$ cat src/rtl/alu_issue_ctrl.sv
// rtl/alu_issue_ctrl.sv - four-phase issue controller for an external 16-bit ALU (optional ALU_ILLEGAL_TRAP_EN)
module alu_issue_ctrl #(
    parameter logic [15:0] REG_INIT = 16'h0000
) (
    input  logic        clk,
    input  logic        rst,
    input  logic        in_valid,
    output logic        in_ready,
    input  logic [15:0] in_instr,
    output logic [2:0]  alu_op,
    output logic [15:0] alu_a,
    output logic [15:0] alu_b,
    input  logic [15:0] alu_result,
    input  logic        alu_zero,
    output logic        wb_valid,
    output logic [2:0]  wb_rd,
    output logic [15:0] wb_data,
    output logic        zero_flag,
    output logic        err,
    input  logic [2:0]  dbg_addr,
    output logic [15:0] dbg_data
);

    typedef enum logic [2:0] {
        S_IDLE = 3'd0,
        S_READ = 3'd1,
        S_EXEC = 3'd2,
        S_WB   = 3'd3,
        S_HALT = 3'd4
    } state_t;

    localparam logic [2:0] OP_ADD  = 3'b000;
    localparam logic [2:0] OP_ADDI = 3'b001;
    localparam logic [2:0] OP_SUBI = 3'b010;

    state_t      state, state_next;
    logic [15:0] instr;
    logic [15:0] regs [0:7];
    logic [15:0] res;
    logic        res_zero;

    logic [2:0]  f_op, f_rd, f_rs, f_rt;
    logic [15:0] imm_sext;
    logic        illegal;
    logic        accept;

    assign f_op     = instr[15:13];
    assign f_rd     = instr[12:10];
    assign f_rs     = instr[9:7];
    assign f_rt     = instr[6:4];
    assign imm_sext = {{9{instr[6]}}, instr[6:0]};
    assign illegal  = (f_op != OP_ADD) && (f_op != OP_ADDI) && (f_op != OP_SUBI);

    assign in_ready = (state == S_IDLE);
    assign accept   = in_valid && in_ready;

    // r0 is never written, so indexing the array directly already yields 0 for it
    assign dbg_data = (dbg_addr == 3'd0) ? 16'h0000 : regs[dbg_addr];

    // state register
    always_ff @(posedge clk) begin
        if (rst) begin
            state <= S_IDLE;
        end else begin
            state <= state_next;
        end
    end

    // next-state: one cycle in each working phase; illegal ops either trap or fall through as a NOP
    always_comb begin
        state_next = state;
        case (state)
            S_IDLE: if (accept) state_next = S_READ;
            S_READ: state_next = S_EXEC;
            S_EXEC: begin
`ifdef ALU_ILLEGAL_TRAP_EN
                if (illegal) state_next = S_HALT;
                else         state_next = S_WB;
`else
                state_next = S_WB;
`endif
            end
            S_WB:   state_next = S_IDLE;
            S_HALT: state_next = S_HALT;
            default: state_next = S_IDLE;
        endcase
    end

    // datapath: instruction latch, operand staging, result capture and write-back
    always_ff @(posedge clk) begin
        if (rst) begin
            instr     <= 16'h0000;
            alu_op    <= 3'd0;
            alu_a     <= 16'h0000;
            alu_b     <= 16'h0000;
            res       <= 16'h0000;
            res_zero  <= 1'b0;
            wb_valid  <= 1'b0;
            wb_rd     <= 3'd0;
            wb_data   <= 16'h0000;
            zero_flag <= 1'b0;
            err       <= 1'b0;
            regs[0]   <= 16'h0000;
            for (int i = 1; i < 8; i++) begin
                regs[i] <= REG_INIT;
            end
        end else begin
            wb_valid <= 1'b0;
            case (state)
                S_IDLE: begin
                    if (accept) instr <= in_instr;
                end
                S_READ: begin
                    alu_op <= f_op;
                    alu_a  <= regs[f_rs];
                    alu_b  <= (f_op == OP_ADD) ? regs[f_rt] : imm_sext;
                end
                S_EXEC: begin
                    res      <= alu_result;
                    res_zero <= alu_zero;
`ifdef ALU_ILLEGAL_TRAP_EN
                    if (illegal) err <= 1'b1;
`endif
                end
                S_WB: begin
                    if (!illegal) begin
                        wb_valid  <= 1'b1;
                        wb_rd     <= f_rd;
                        wb_data   <= res;
                        zero_flag <= res_zero;
                        if (f_rd != 3'd0) regs[f_rd] <= res;
                    end
                end
                default: ;
            endcase
        end
    end

endmodule

$ cat config.mk
export PLATFORM = sky130hd
export DESIGN_NAME = alu_issue_ctrl
export DESIGN_NICKNAME = d
export VERILOG_FILES = /design/src/rtl/alu_issue_ctrl.sv
export SDC_FILE = /design/constraint.sdc
export NUM_CORES = 1
export LEC_CHECK = 0
export ABC_AREA = 1
export ABC_CLOCK_PERIOD_IN_PS = 2200
export CAP_MARGIN = 25
export CORE_MARGIN = 3
export CORE_UTILIZATION = 50
export DETAILED_ROUTE_END_ITERATION = 8
export GPL_TIMING_DRIVEN = 0
export PLACE_DENSITY = 0.68
export SYNTH_ARGS = -nofsm -noshare
export SYNTH_HDL_FRONTEND = slang
export SYNTH_SLANG_ARGS = --single-unit
$ cat constraint.sdc
create_clock -name clk -period 2.2 [get_ports clk]
set_input_delay 0.44 -clock clk [delete_from_list [all_inputs] [get_ports clk]]
set_output_delay 0.44 -clock clk [all_outputs]
set_load 0.05 [all_outputs]
==> impl_metrics.env <==
export IMPL_die_w_um=156
export IMPL_cp_max_fo=10
export IMPL_clkSinkCount=223
export IMPL_cp_common_cell="a21oi_2"
export IMPL_clock_latency_ns=0.52
export IMPL_seq_area_frac_synth=0.510
export IMPL_synth_most_common_cell="nand2_1"
export IMPL_start_kind="input pin"
export IMPL_nets=1649
export IMPL_synth_common_cells="259 x nand2_1, 187 x a21oi_1, 156 x nor2_1"
export IMPL_fin_skew_ns=0.0142
export IMPL_viasPerCell=5.79
export IMPL_std_cell_rows=54
export IMPL_fmax_ghz=0.458
export IMPL_synth_largest_area_cell="edfxtp_1"
export IMPL_p_leak_nw=5.32
export IMPL_cts_buffer_depth=3
export IMPL_dp_hpwl_um=32000
export IMPL_ant_nets=0
export IMPL_rsz0062_at_grt="yes"
export IMPL_yosysWarnings=0
export IMPL_drt_total_wl_um=41500
export IMPL_first_pass_iters=8
export IMPL_route_detailed_drc=0
export IMPL_post_route_period_util=0.993
export IMPL_regToRegEndpoint="regs[2][12]"
export IMPL_cap_viol_max_count=0
export IMPL_synth_distinct_cells=27
export IMPL_die_area_um2=24400
export IMPL_htree_levels=1
export IMPL_drtIter0Drc=1494
export IMPL_synth_edff_count=128
export IMPL_grt_overflow_total=0
export IMPL_core_area_um2=22000
export IMPL_path_delay_family="buffers and inverters"
export IMPL_reg2reg_from="state[1]"
export IMPL_layout_cells_non_filler=1906
export IMPL_wl_per_cell_um=21.8
export IMPL_track_usage=0.333
export IMPL_grt_pass1_vias=9797
export IMPL_power_density_nw_per_um2=774
export IMPL_num_vias=11000
export IMPL_synthTopCellsByArea="edfxtp_1 34%, dfxtp_1 17%, nand2_1 8.6%, a21oi_1 8.3%, nand3_1 6.8%"
export IMPL_setup_ws_ns=0.0160
export IMPL_worstSetupPathType="in -> out"
export IMPL_antenna_found_initial=0
export IMPL_cts_clk_slew_worst_paths_ns=0.06
export IMPL_status="finished clean"
export IMPL_root_buffer="clkbuf_16"
export IMPL_async_flop_share=0
export IMPL_hold_path_depth=2
export IMPL_ys_seq_elements=223
export IMPL_dpl_cell_count=1849
export IMPL_cpPeakStageDelay_ns=0.22
export IMPL_hold_class="in -> reg"
export IMPL_grt_pass1_wl_um=61100
export IMPL_layout_drive_gt1_share=0.110
export IMPL_syn_inst=1446
export IMPL_synth_area_um2=11300
export IMPL_endpoint_kind="primary output"
export IMPL_ir_worst_vdd_mv=0.639
export IMPL_cts_tree="built"
export IMPL_ios=113
export IMPL_cp_num_buf_inv=4
export IMPL_hold_violations=0
export IMPL_hold_start="rst"
export IMPL_initial_core_util=0.513
export IMPL_crit_path_cell_trace="clkbuf_2 > inv_2 > buf_4 > a21oi_2 > o21ai_1 > nand3_1 > nand2_1 > a21oi_2 > buf_6"
export IMPL_cp_data_required_time_ns=1.76
export IMPL_yosysTopAreaCellShare=0.341
export IMPL_max_slew_margin=0.416
export IMPL_worst_r2r_path_depth=8
export IMPL_grt_max_degree=17
export IMPL_ys_flop_type="edfxtp_1"
export IMPL_die_h_um=156
export IMPL_place_gp_congestion=1.07
export IMPL_whs_endpoint="state[2]"
export IMPL_io_buffers=107
export IMPL_n_antenna_cell=0
export IMPL_setup_viol=0
export IMPL_slowest_stage="a21oi_2"
export IMPL_cts_buffers=22
export IMPL_arrival_ns=1.74
export IMPL_period_minus_slack_ns=2.18
export IMPL_maxSlewViolCount=0
export IMPL_reg2reg_setup_slack_ns=0.11
export IMPL_syn_to_final_growth_pct=23.4
export IMPL_dpl_worst_slack_ns=-1.27
export IMPL_tightest_slew_ns=0.877
export IMPL_syn_avg_cell_area_um2=7.80
[power by group]
part           leakage [nW]  internal, W  switching, W
registers              2.09      0.00463      0.000153
clock network         0.343      0.00212       0.00161
logic                  2.89     0.000675       0.00159
total                  5.32      0.00742       0.00335
[area by class of cell]
type                            instances  area [um2]
Buffer                                108         492
Clock buffer                           31         627
Clock inverter                          9        80.1
Fill cell                            2008        8050
Inverter                              148         563
Multi-Input combinational cell        982        4830
Sequential cell                       223        5750
Tap cell                              280         350
Timing Repair Buffer                  125        1230
[worst register-to-register path, cell delays in order (launching register included)]
cell and delay [ns]:
dfxtp_1 0.30, clkbuf_2 0.18, nand3_1 0.21, nor2_4 0.20, inv_2 0.07, nor2_4 0.16, nand3_2 0.21, clkbuf_4 0.28
nand2_8 0.16
[registers in the layout, summed over array words and instances (netlist names), 3 cells and up, named ones only]
name     flops
regs       128
alu_a       16
alu_b       16
instr       16
res         16
wb_data     16
alu_op       3
state        3
wb_rd        3
[per-stage QoR]
stage	hold WS [ns]	power (W)	cell area, um2	setup TNS [ns]	util
after floorplan	0.440	0.00619	11400	0	-
after global placement	0.457	0.00695	12800	-162.08	0.584
after detailed placement	0.464	0.00697	12800	-166.93	0.584
after CTS	0.431	0.0107	13600	-0.712	0.619
after global routing	0.463	0.0111	13900	-0.380	0.634
final	0.439	0.0108	13900	0	0.634
[kinds of logic (layout without fill, tap and decap cells)]
family | Yosys count | count (layout) | share of synthesized area
compound gates | 383 | 383 | 0.185
other cells | 1 | 17 | 0.000333
simple gates | 582 | 582 | 0.218
flops | 223 | 223 | 0.510
buf+inv | 257 | 421 | 0.0875
[cells in the final DEF, fill, tap and decap left out, types with 69 or more instances in the layout]
| cell | count |
|---|---|
| o21ai_0 | 118 |
| nor2_1 | 154 |
| edfxtp_1 | 128 |
| nand2_1 | 248 |
| inv_1 | 110 |
| clkbuf_1 | 69 |
| nand3_1 | 153 |
| dfxtp_1 | 95 |
| clkdlybuf4s50_1 | 89 |
| a21oi_1 | 161 |
[timing repair]
action,CTS,global route
gates resized for setup,131,107
pin swaps,1,5
setup endpoints to repair,132,142
buffers inserted,4,13
hold buffers,0,0
cloned,0,0
[worst max path at each step]
| stage | start | end | slack, ns | cells past startpoint |
|---|---|---|---|---|
| after floorplan | dbg_addr[0] | dbg_data[10] | 0.03 | 7 |
| after global placement | rst | regs[1][11] | -1.25 | 5 |
| after detailed placement | rst | regs[1][12] | -1.27 | 5 |
| after CTS | state[1] | regs[3][6] | -0.03 | 6 |
| after global routing | state[1] | regs[2][9] | -0.03 | 8 |
| final | dbg_addr[1] | dbg_data[5] | 0.02 | 9 |
[routing by layer]
metal  routed length [um]  global-route usage
met2                17700               0.495
met5                    0                   0
met1                17600               0.483
met3                 5030              0.0979
met4                 1130              0.0805
Power figures use the tool's default switching activity.
